===== config.mk =====
export PLATFORM = sky130hd
export DESIGN_NAME = voice_mixer_flat
export DESIGN_NICKNAME = d
export VERILOG_FILES = /design/src/rtl/voice_mixer_if.sv /design/src/rtl/voice_mixer.sv /design/src/flat_wrapper.sv
export SDC_FILE = /design/constraint.sdc
export NUM_CORES = 1
export LEC_CHECK = 0
export ABC_AREA = 1
export CAP_MARGIN = 5
export CORE_MARGIN = 8
export CORE_UTILIZATION = 63
export CTS_BUF_LIST = sky130_fd_sc_hd__clkbuf_4 sky130_fd_sc_hd__clkbuf_8 sky130_fd_sc_hd__clkbuf_16
export DETAILED_ROUTE_END_ITERATION = 6
export MAX_ROUTING_LAYER = met4
export PLACE_DENSITY_LB_ADDON = 0.1
export SLEW_MARGIN = 20
export SYNTH_ARGS = -nofsm -noshare
export SYNTH_HDL_FRONTEND = slang
export SYNTH_SLANG_ARGS = --single-unit

===== constraint.sdc =====
create_clock -name clk -period 14.34 [get_ports clk]
set_input_delay 1.434 -clock clk [delete_from_list [all_inputs] [get_ports clk]]
set_output_delay 1.434 -clock clk [all_outputs]
set_load 0.05 [all_outputs]

===== src/rtl/voice_mixer_if.sv =====
// voice_mixer_if: voice-side inputs and codec-side outputs of the voice mixer.
interface voice_mixer_if #(
    parameter int NUM_VOICES = 3,
    parameter int SAMPLE_W   = 16,
    parameter int GAIN_W     = 4
);
    logic [NUM_VOICES*SAMPLE_W-1:0] voice_sample;
    logic [NUM_VOICES-1:0]          voice_ready;
    logic [NUM_VOICES-1:0]          voice_mute;
    logic [NUM_VOICES*GAIN_W-1:0]   voice_gain;
    logic                           mode;
    logic [SAMPLE_W-1:0]            sample_out;
    logic                           new_sample_ready;
    logic                           clip;
    logic                           late;

    modport master (
        output voice_sample, voice_ready, voice_mute, voice_gain, mode,
        input  sample_out, new_sample_ready, clip, late
    );

    modport slave (
        input  voice_sample, voice_ready, voice_mute, voice_gain, mode,
        output sample_out, new_sample_ready, clip, late
    );
endinterface


===== src/rtl/voice_mixer.sv =====
// voice_mixer: aligns one sample per voice into a frame, applies per-voice gain
// and mute, accumulates serially (one voice per cycle) and emits one limited
// mixed sample per frame. Stalled voices are dropped after TIMEOUT cycles.
module voice_mixer #(
    parameter int NUM_VOICES = 3,
    parameter int SAMPLE_W   = 16,
    parameter int GAIN_W     = 4,
    parameter int TIMEOUT    = 255
) (
    input logic          clk,
    input logic          reset,
    voice_mixer_if.slave bus
);
    localparam int LOG_N      = $clog2(NUM_VOICES);
    localparam int IDX_W      = (NUM_VOICES > 1) ? LOG_N : 1;
    localparam int PROD_W     = SAMPLE_W + GAIN_W + 1;
    localparam int ACC_W      = PROD_W + LOG_N;
    localparam int SHIFT_SAT  = GAIN_W - 1;
    localparam int SHIFT_NORM = GAIN_W - 1 + LOG_N;
    localparam int CNT_W      = 16;
    localparam logic [IDX_W-1:0] LAST_IDX = IDX_W'(NUM_VOICES - 1);
    localparam logic [CNT_W-1:0] CNT_LAST = CNT_W'(TIMEOUT - 1);
    localparam logic signed [ACC_W-1:0] SAT_MAX = {{(ACC_W-SAMPLE_W+1){1'b0}}, {(SAMPLE_W-1){1'b1}}};
    localparam logic signed [ACC_W-1:0] SAT_MIN = {{(ACC_W-SAMPLE_W+1){1'b1}}, {(SAMPLE_W-1){1'b0}}};

    typedef enum logic [1:0] {
        ST_IDLE    = 2'd0,
        ST_COLLECT = 2'd1,
        ST_SUM     = 2'd2,
        ST_OUT     = 2'd3
    } state_t;

    state_t                     r_state;
    logic [CNT_W-1:0]           r_cnt;
    logic [IDX_W-1:0]           r_idx;
    logic signed [ACC_W-1:0]    r_acc;
    logic                       r_mode;
    logic                       r_late_pend;
    logic [NUM_VOICES-1:0]      r_pending;
    logic [NUM_VOICES-1:0]      r_mask;
    logic signed [SAMPLE_W-1:0] r_cap    [NUM_VOICES];
    logic signed [SAMPLE_W-1:0] r_work_s [NUM_VOICES];
    logic [GAIN_W-1:0]          r_work_g [NUM_VOICES];
    logic [SAMPLE_W-1:0]        r_sample_out;
    logic                       r_nsr;
    logic                       r_clip;
    logic                       r_late;

    logic signed [SAMPLE_W-1:0] w_in_s [NUM_VOICES];
    logic [GAIN_W-1:0]          w_in_g [NUM_VOICES];
    logic [NUM_VOICES-1:0]      w_rdy;
    logic [NUM_VOICES-1:0]      w_pend_now;
    logic [NUM_VOICES-1:0]      w_live;
    logic [NUM_VOICES-1:0]      w_fresh;
    logic [NUM_VOICES-1:0]      w_pending_nxt;
    logic                       w_complete;
    logic                       w_timeout;
    logic                       w_enter_sum;
    logic                       w_late_now;
    logic signed [SAMPLE_W-1:0] w_cur_s;
    logic [GAIN_W-1:0]          w_cur_g;
    logic signed [PROD_W-1:0]   w_prod;
    logic signed [ACC_W-1:0]    w_term;
    logic signed [ACC_W-1:0]    w_acc_sum;
    logic signed [ACC_W-1:0]    w_shifted;
    logic signed [SAMPLE_W-1:0] w_sat;
    logic                       w_clip;

    // Split the flattened voice buses into per-voice views.
    always_comb begin
        for (int i = 0; i < NUM_VOICES; i++) begin
            w_in_s[i] = bus.voice_sample[i*SAMPLE_W +: SAMPLE_W];
            w_in_g[i] = bus.voice_gain[i*GAIN_W +: GAIN_W];
        end
    end

    // A pulse arriving this cycle already counts toward completing the frame.
    assign w_rdy      = bus.voice_ready & ~bus.voice_mute;
    assign w_pend_now = r_pending | w_rdy;
    assign w_live     = w_pend_now & ~bus.voice_mute;
    assign w_fresh    = w_rdy & ~r_pending;
    assign w_complete = &(w_pend_now | bus.voice_mute);
    assign w_timeout  = (r_state == ST_COLLECT) && (r_cnt == CNT_LAST);

    // Decide when the current frame closes and whether it closed by timeout.
    always_comb begin
        w_enter_sum = 1'b0;
        w_late_now  = 1'b0;
        case (r_state)
            ST_IDLE: begin
                if ((|w_live) && w_complete) begin
                    w_enter_sum = 1'b1;
                end else begin
                    w_enter_sum = 1'b0;
                end
            end
            ST_COLLECT: begin
                if (w_complete) begin
                    w_enter_sum = 1'b1;
                end else if (w_timeout) begin
                    w_enter_sum = 1'b1;
                    w_late_now  = 1'b1;
                end else begin
                    w_enter_sum = 1'b0;
                end
            end
            default: begin
                w_enter_sum = 1'b0;
                w_late_now  = 1'b0;
            end
        endcase
    end

    // Closing a frame releases its pending bits; a repeat pulse from an
    // already-pending voice in that cycle stays pending for the next frame.
    assign w_pending_nxt = w_enter_sum ? (w_rdy & r_pending) : w_pend_now;

    // Multiply-accumulate the voice selected by r_idx, then scale and limit.
    always_comb begin
        w_cur_s   = r_work_s[r_idx];
        w_cur_g   = r_work_g[r_idx];
        w_prod    = PROD_W'(w_cur_s) * $signed(PROD_W'(w_cur_g));
        if (r_mask[r_idx]) begin
            w_term = ACC_W'(w_prod);
        end else begin
            w_term = {ACC_W{1'b0}};
        end
        w_acc_sum = r_acc + w_term;
        if (r_mode) begin
            w_shifted = w_acc_sum >>> SHIFT_SAT;
        end else begin
            w_shifted = w_acc_sum >>> SHIFT_NORM;
        end
        if (w_shifted > SAT_MAX) begin
            w_sat  = SAT_MAX[SAMPLE_W-1:0];
            w_clip = 1'b1;
        end else if (w_shifted < SAT_MIN) begin
            w_sat  = SAT_MIN[SAMPLE_W-1:0];
            w_clip = 1'b1;
        end else begin
            w_sat  = w_shifted[SAMPLE_W-1:0];
            w_clip = 1'b0;
        end
    end

    // Frame sequencing, capture bank, serial accumulation and registered outputs.
    always_ff @(posedge clk) begin
        if (!reset) begin
            r_state      <= ST_IDLE;
            r_cnt        <= {CNT_W{1'b0}};
            r_idx        <= {IDX_W{1'b0}};
            r_acc        <= {ACC_W{1'b0}};
            r_mode       <= 1'b0;
            r_late_pend  <= 1'b0;
            r_pending    <= {NUM_VOICES{1'b0}};
            r_mask       <= {NUM_VOICES{1'b0}};
            r_sample_out <= {SAMPLE_W{1'b0}};
            r_nsr        <= 1'b0;
            r_clip       <= 1'b0;
            r_late       <= 1'b0;
            for (int i = 0; i < NUM_VOICES; i++) begin
                r_cap[i]    <= {SAMPLE_W{1'b0}};
                r_work_s[i] <= {SAMPLE_W{1'b0}};
                r_work_g[i] <= {GAIN_W{1'b0}};
            end
        end else begin
            r_pending <= w_pending_nxt;
            r_nsr     <= 1'b0;
            for (int i = 0; i < NUM_VOICES; i++) begin
                if (w_rdy[i]) begin
                    r_cap[i] <= w_in_s[i];
                end
            end
            if (w_enter_sum) begin
                for (int i = 0; i < NUM_VOICES; i++) begin
                    r_work_s[i] <= w_fresh[i] ? w_in_s[i] : r_cap[i];
                    r_work_g[i] <= w_in_g[i];
                end
                r_mask      <= w_live;
                r_acc       <= {ACC_W{1'b0}};
                r_idx       <= {IDX_W{1'b0}};
                r_mode      <= bus.mode;
                r_late_pend <= w_late_now;
            end
            case (r_state)
                ST_IDLE: begin
                    r_cnt <= {CNT_W{1'b0}};
                    if (w_enter_sum) begin
                        r_state <= ST_SUM;
                    end else if (|w_live) begin
                        r_state <= ST_COLLECT;
                    end else begin
                        r_state <= ST_IDLE;
                    end
                end
                ST_COLLECT: begin
                    if (w_enter_sum) begin
                        r_state <= ST_SUM;
                        r_cnt   <= {CNT_W{1'b0}};
                    end else begin
                        r_cnt   <= r_cnt + CNT_W'(1'b1);
                    end
                end
                ST_SUM: begin
                    r_acc <= w_acc_sum;
                    if (r_idx == LAST_IDX) begin
                        r_idx        <= {IDX_W{1'b0}};
                        r_sample_out <= w_sat;
                        r_clip       <= w_clip;
                        r_late       <= r_late_pend;
                        r_nsr        <= 1'b1;
                        r_state      <= ST_OUT;
                    end else begin
                        r_idx <= r_idx + IDX_W'(1'b1);
                    end
                end
                ST_OUT: begin
                    r_state <= ST_IDLE;
                end
                default: begin
                    r_state <= ST_IDLE;
                end
            endcase
        end
    end

    assign bus.sample_out       = r_sample_out;
    assign bus.new_sample_ready = r_nsr;
    assign bus.clip             = r_clip;
    assign bus.late             = r_late;
endmodule


===== src/flat_wrapper.sv =====
// flat-port wrapper written by rule: the top's interface ports become plain ports
module voice_mixer_flat 
#(
    parameter int NUM_VOICES = 3,
    parameter int SAMPLE_W   = 16,
    parameter int GAIN_W     = 4,
    parameter int TIMEOUT    = 255
)
  (clk, reset, bus_voice_sample, bus_voice_ready, bus_voice_mute, bus_voice_gain, bus_mode, bus_sample_out, bus_new_sample_ready, bus_clip, bus_late);
  voice_mixer_if #(.NUM_VOICES(NUM_VOICES), .SAMPLE_W(SAMPLE_W), .GAIN_W(GAIN_W)) bus_i ();
  input logic clk;
  input logic reset;
  input wire logic [$bits(bus_i.voice_sample)-1:0] bus_voice_sample;
  input wire logic [$bits(bus_i.voice_ready)-1:0] bus_voice_ready;
  input wire logic [$bits(bus_i.voice_mute)-1:0] bus_voice_mute;
  input wire logic [$bits(bus_i.voice_gain)-1:0] bus_voice_gain;
  input wire logic [$bits(bus_i.mode)-1:0] bus_mode;
  output wire logic [$bits(bus_i.sample_out)-1:0] bus_sample_out;
  output wire logic [$bits(bus_i.new_sample_ready)-1:0] bus_new_sample_ready;
  output wire logic [$bits(bus_i.clip)-1:0] bus_clip;
  output wire logic [$bits(bus_i.late)-1:0] bus_late;
  assign bus_i.voice_sample = bus_voice_sample;
  assign bus_i.voice_ready = bus_voice_ready;
  assign bus_i.voice_mute = bus_voice_mute;
  assign bus_i.voice_gain = bus_voice_gain;
  assign bus_i.mode = bus_mode;
  assign bus_sample_out = bus_i.sample_out;
  assign bus_new_sample_ready = bus_i.new_sample_ready;
  assign bus_clip = bus_i.clip;
  assign bus_late = bus_i.late;
  voice_mixer #(.NUM_VOICES(NUM_VOICES), .SAMPLE_W(SAMPLE_W), .GAIN_W(GAIN_W), .TIMEOUT(TIMEOUT)) u_core (.clk(clk), .reset(reset), .bus(bus_i));
endmodule

==> results.toml, run 1 <==
[clock_network]
cts_setup_buffers = 0
hold_buffers = 0
cts_resized = 0
clock-sinks = 180
cts.reportedPaths.clkPinSlew_ps = 80
clk-insertion-delay-late_ps = 450
clockBufferDepth = 2
numCtsBuffers = 17
cts_tree = "built"
htreeDepth = 4
cts-root-buf = "clkbuf_16"

[sta]
worst_pin_slew_ps = 959.5
fin_setup_tns_ps = 0
period_minus_slack_ps = 7320
clock_skew_ps = 12.35
final-hold-violation-count = 0
drv_slew = 0
fin_crit_sh = 0.5105
setup_violations = 0
relSlewSlack = 0.3580
fmax_ghz = 0.1366
rsz0062_at_grt = "no"

[grt]
grt_pass1_wl_um = 49260
grt_max_degree = 64
grt_overflow_total = 0
grt_pass1_vias = 10170
antenna_found_initial = 0
groute.usage.overall = 0.2628

[setup_path]
worstSetupPathType = "flip-flop to flip-flop"
worst_ep_required_time_ps = 14640
end_kind = "flip-flop"
slowest_stage = "dfxtp_1"
path_common_cell = "nand2_1"
slowest_delay_ps = 730
worstSetupStartpointType = "flip-flop"
cp_max_fo = 22
arrival_ps = 7620

[routing]
avgRoutedWirePerCell_um = 15.54
vias = 10450
drtIter0Drc = 911
ant_nets = 0
post_drt_via_cell_ratio = 5.373
drtPass1Iterations = 5
post-route-drc-count = 0
wirelength_um = 30220

[logic_synthesis]
synth-async-reset-ratio = 0
syn_inst = 1606
synth_warnings = 0
synth_edf_count = 108
ys_ff_latch = 180
avgSynthCellArea_um2 = 7.630
ys_types = 48
synth.cell_area_um2 = 12250
syn_nets = 1776
ys_seq_area_frac = 0.3823
ys.flop_type = "edfxtp_1"

[layout]
fillCellCount = 1610
layout-area-overhead-vs-synth_pct = 13.33
final_cell_mix = "nand2_1 (362), inv_1 (241), nor2_1 (192), a21oi_1 (141), edfxtp_1 (108)"
num_antenna_cells = 0
fin_nets = 1836
drive_above_1_share = 0.08993
final_common_cell = "nand2_1"

[floorplanning]
dieHeight_um = 155.5
dieArea_um2 = 24170
io_pins = 88
start_util = 0.6359
rows = 51
die_w_um = 155.5
core-area_um2 = 19270

[power]
p_leak_uw = 0.006406
finalPower_uw = 2092
p_per_area_nw_per_um2 = 150.6
ir_drop_mv = 0.09386

[placed_design]
io_buffers = 87
gp_congestion = 0.9264
place_hpwl_um = 22500

[job]
maxCapViolCount = 0

[outcome]
status = "complete, no violations"

[worst_hold_path]
min_path_type = "flip-flop to flip-flop"
state kept, by name, summed over array words and instances (netlist names), 2 cells and up, named ones only:
| register | flops |
|---|---|
| u_core.r_work_g | 12 |
| u_core.r_state | 2 |
| u_core.r_cap | 48 |
| u_core.r_work_s | 48 |
| u_core.r_idx | 2 |
| u_core.r_pending | 3 |
| u_core.r_acc | 23 |
| u_core.r_cnt | 16 |
| u_core.bus.sample_out | 16 |
| u_core.r_mask | 3 |
power breakdown:
group	internal, uW	leakage, uW	total, uW	switching (uW)
sequential	612	0.00170	643	30.9
clock	236	0.000290	478	241
combinational	326	0.00442	971	645
total	1170	0.00641	2090	917
path summary, 6_finish.rpt:
kind / slack, ps / from / cells after the start / endpoint
worst max-delay path: 7020 / flip-flop / 34 / u_core.bus.sample_out[8]$_SDFFE_PN0P_
worst min-delay path: 470 / u_core.r_acc[16]$_SDFFE_PN0N_ / 2 / u_core.r_acc[16]$_SDFFE_PN0N_
worst max register to register: 7020 / flip-flop / 34 / u_core.bus.sample_out[8]$_SDFFE_PN0P_
worst min register to register: 470 / u_core.r_acc[16]$_SDFFE_PN0N_ / 2 / u_core.r_acc[16]$_SDFFE_PN0N_
cell families (layout without fill, tap and decap cells):
family                   Yosys count  in the layout  synth area share
buffers and inverters            303            376           0.09608
adder cells (fa/ha/maj)          101            101            0.1240
flip-flops                       180            180            0.3823
AND/OR/NAND/NOR                  738            738            0.2630
XOR/XNOR                          26             26           0.01858
AO/OA/AOI/OAI                    258            258            0.1161
synth_stat cells, drive strengths merged (2+ instances only):
cell,instances,share of area
a21oi,152,0.066
a31oi,4,0.0020
buf,15,0.0079
clkbuf,37,0.011
clkinv,2,0.00061
dfxtp,72,0.12
edfxtp,108,0.26
fa,34,0.056
ha,67,0.068
inv,249,0.076
nand2,375,0.12
nand3,66,0.031
nand4,12,0.0061
nor2,195,0.061
nor3,12,0.0049
nor4,3,0.0015
o211ai,12,0.0074
o21a,2,0.0012
o21ai,69,0.028
o21bai,5,0.0031
o22ai,6,0.0031
o31ai,3,0.0018
or2,71,0.036
xnor2,9,0.0064
xor2,17,0.012
metrics by stage:
step / setup slack, ps / hold WS, ps / std cells / cell area [um^2] / utilization
2_1_floorplan: 8524 / 443.2 / 1606 / 12250 / -
3_3_place_gp: 7386 / 452.6 / 1912 / 13290 / 0.6894
3_5_place_dp: 7239 / 461.0 / 1912 / 13290 / 0.6894
4_1_cts: 7164 / 471.3 / 1944 / 13880 / 0.7203
5_1_grt: 6528 / 479.3 / 1944 / 13890 / 0.7207
6_report: 7020 / 470.8 / 1944 / 13890 / 0.7207
worst max-delay path: cells and delay by family, from the launching register on:
kind / cells / cell delay (ps)
simple gates: 15 / 1800
fa+ha+maj: 5 / 2150
compound gates: 8 / 1780
buf+inv: 6 / 720
flops: 1 / 730
cell type report:
class	count	area (um^2)	area share
timing repair buffer	93	915.9	0.06595
clock inverter	15	170.2	0.01225
inverter	251	942.2	0.06784
tap	265	331.6	0.02387
multi-input combinational	1123	6419	0.4622
sequential	180	4684	0.3373
clock buffer	17	425.4	0.03063
routing by layer:
metal  global-route usage  share of wire
met5                    -              0
met4              0.08919          0.027
met1               0.3463           0.46
met2               0.4040           0.45
met3              0.04743          0.056
Note: power is estimated with default switching activity, not from simulation.
==> run 2, diff against run 1 <==
--- a/config.mk
+++ b/config.mk
@@ -8,7 +8,7 @@
 export ABC_AREA = 1
 export CAP_MARGIN = 5
 export CORE_MARGIN = 8
-export CORE_UTILIZATION = 63
+export CORE_UTILIZATION = 54
 export CTS_BUF_LIST = sky130_fd_sc_hd__clkbuf_4 sky130_fd_sc_hd__clkbuf_8 sky130_fd_sc_hd__clkbuf_16
 export DETAILED_ROUTE_END_ITERATION = 6
 export MAX_ROUTING_LAYER = met4
==> constraint.sdc (replaced) <==
create_clock -name clk -period 6.7 [get_ports clk]
set_input_delay 0.67 -clock clk [delete_from_list [all_inputs] [get_ports clk]]
set_output_delay 0.67 -clock clk [all_outputs]
set_load 0.05 [all_outputs]
==> results.toml, run 2 (synthesized netlist as in run 1, its figures left out) <==
[clock_network]
htreeDepth = 4
clock-sinks = 180
numCtsBuffers = 17
cts_tree = "built"
clockBufferDepth = 2
cts.reportedPaths.clkPinSlew_ps = 70
cts-root-buf = "clkbuf_16"
clk-insertion-delay-late_ps = 440

[routing]
drtIter0Drc = 887
post_drt_via_cell_ratio = 5.217
wirelength_um = 30560
vias = 10340
post-route-drc-count = 0
avgRoutedWirePerCell_um = 15.42
ant_nets = 0
drtPass1Iterations = 6

[setup_path]
cp_max_fo = 11
path_common_cell = "inv_1"
slowest_delay_ps = 550
worst_ep_required_time_ps = 7020
slowest_stage = "fa_1"
end_kind = "flip-flop"
arrival_ps = 6610
worstSetupPathType = "flip-flop to flip-flop"
worstSetupStartpointType = "flip-flop"

[power]
swShare = 0.4313
ir_drop_mv = 0.1849
power_frac_comb = 0.484
p_per_area_nw_per_um2 = 321.9
finalPower_uw = 4569
p_leak_uw = 0.006493
p_sw_uw = 1971
p_seq_frac = 0.300
pwr-share-clk = 0.217
internal_power_uw = 2599

[grt]
groute.usage.overall = 0.2273
grt_pass1_wl_um = 50600
grt_max_degree = 67
grt_pass1_vias = 10190
grt_overflow_total = 0
antenna_found_initial = 0

[sta]
fin_crit_sh = 0.9390
timing.final.ws_setup_ps = 408.8
drv_slew = 0
fmax_ghz = 0.1590
clock_skew_ps = 19.53
setup_violations = 0
worst_pin_slew_ps = 1004
relSlewSlack = 0.3285
fin_setup_tns_ps = 0
period_minus_slack_ps = 6291
final-hold-violation-count = 0

[placed_design]
place_hpwl_um = 22800
pre_cts_slack_ps = 8.985
dpl.cell_count = 1936
io_buffers = 87
gp_congestion = 0.9430

[floorplanning]
dieArea_um2 = 27770
die_w_um = 166.6
io_pins = 88
start_util = 0.5462
dieHeight_um = 166.6
core-area_um2 = 22430
rows = 55

[outcome]
status = "complete, no violations"

[layout]
drive_above_1_share = 0.1161
final_cells = 1982
num_antenna_cells = 0
final_cell_mix = "nand2_1 (356), inv_1 (238), nor2_1 (184), a21oi_1 (140), edfxtp_1 (108)"
layout-area-overhead-vs-synth_pct = 15.84
reg.largest.list = "u_core.r_cap x48, u_core.r_work_s x48, u_core.r_acc x23"
fin_nets = 1854
final_common_cell = "nand2_1"

[job]
maxCapViolCount = 0

[worst_hold_path]
min_path_type = "flip-flop to flip-flop"
[run 2: changes by cell type in the layout (fill, tap and decap cells not counted), moves of 3 or more]
cell,previous run,this run
inv_8,5,0
nor2_1,192,184
nand2_1,362,356
ha_4,0,3
inv_4,0,4
nand2_2,7,14
inv_6,3,6
buf_4,6,18
o21ai_1,1,10
o21ai_0,68,58
inv_1,241,238
ha_1,67,62
nor2_2,1,8
[run 2: power by group through the flow]
stage                     clock network, uW  registers, uW  logic, uW
after CTS                              1010           1370       2070
after floorplan                           0           1390       1570
after detailed placement                  0           1390       2060
after global routing                   1050           1380       2540
after global placement                    0           1390       2040
final                                   990           1370       2210
[run 2: area by class of cell]
class	count	area [um^2]
fillers	2062	8239
multi-input cells	1124	6536
flip-flops and latches	180	4686
repair buffers	110	1090
inverters	251	949.7
clock buffers	18	432.9
well taps	285	356.6
clock inverters	14	143.9
[run 2: critical path, delay by kind of cell, from the launching register on]
family | cells | cell delay (ps)
adders and majority gates | 5 | 2040
and+or+nand+nor | 16 | 1950
AOI/OAI and AO/OA | 8 | 1130
buffers and inverters | 7 | 730
DFF | 1 | 350
[run 2: final timing paths]
check	start	end	slack (ps)	cells past startpoint
worst max-delay path	flip-flop	u_core.bus.sample_out[5]$_SDFFE_PN0P_	410	36
worst min-delay path	u_core.r_acc[0]$_SDFFE_PN0N_	u_core.r_acc[0]$_SDFFE_PN0N_	470	2
worst max register to register	flip-flop	u_core.bus.sample_out[5]$_SDFFE_PN0P_	410	36
worst min register to register	u_core.r_acc[0]$_SDFFE_PN0N_	u_core.r_acc[0]$_SDFFE_PN0N_	470	2
[run 2: per-layer routing]
layer  GRT usage  part of all wire  up-vias
met5           -                 0        -
met4     0.05210             0.012        0
met3     0.03168             0.045       27
met2      0.3565              0.46      266
met1      0.3087              0.49     4751
li1            -                 -     5296
[run 2: repair_timing]
item	in CTS	in global routing
hold buffers	0	0
gates resized for setup	0	51
setup endpoints to repair	0	19
setup buffers	0	11
[run 2: metrics by stage]
step                      hold slack, ps    util  instance area (um^2)
after floorplan                    443.2       -                 12250
after global placement             452.0  0.5946                 13340
after detailed placement           459.3  0.5948                 13340
after CTS                          470.9  0.6205                 13920
after global routing               487.5  0.6327                 14190
final                              471.2  0.6327                 14190
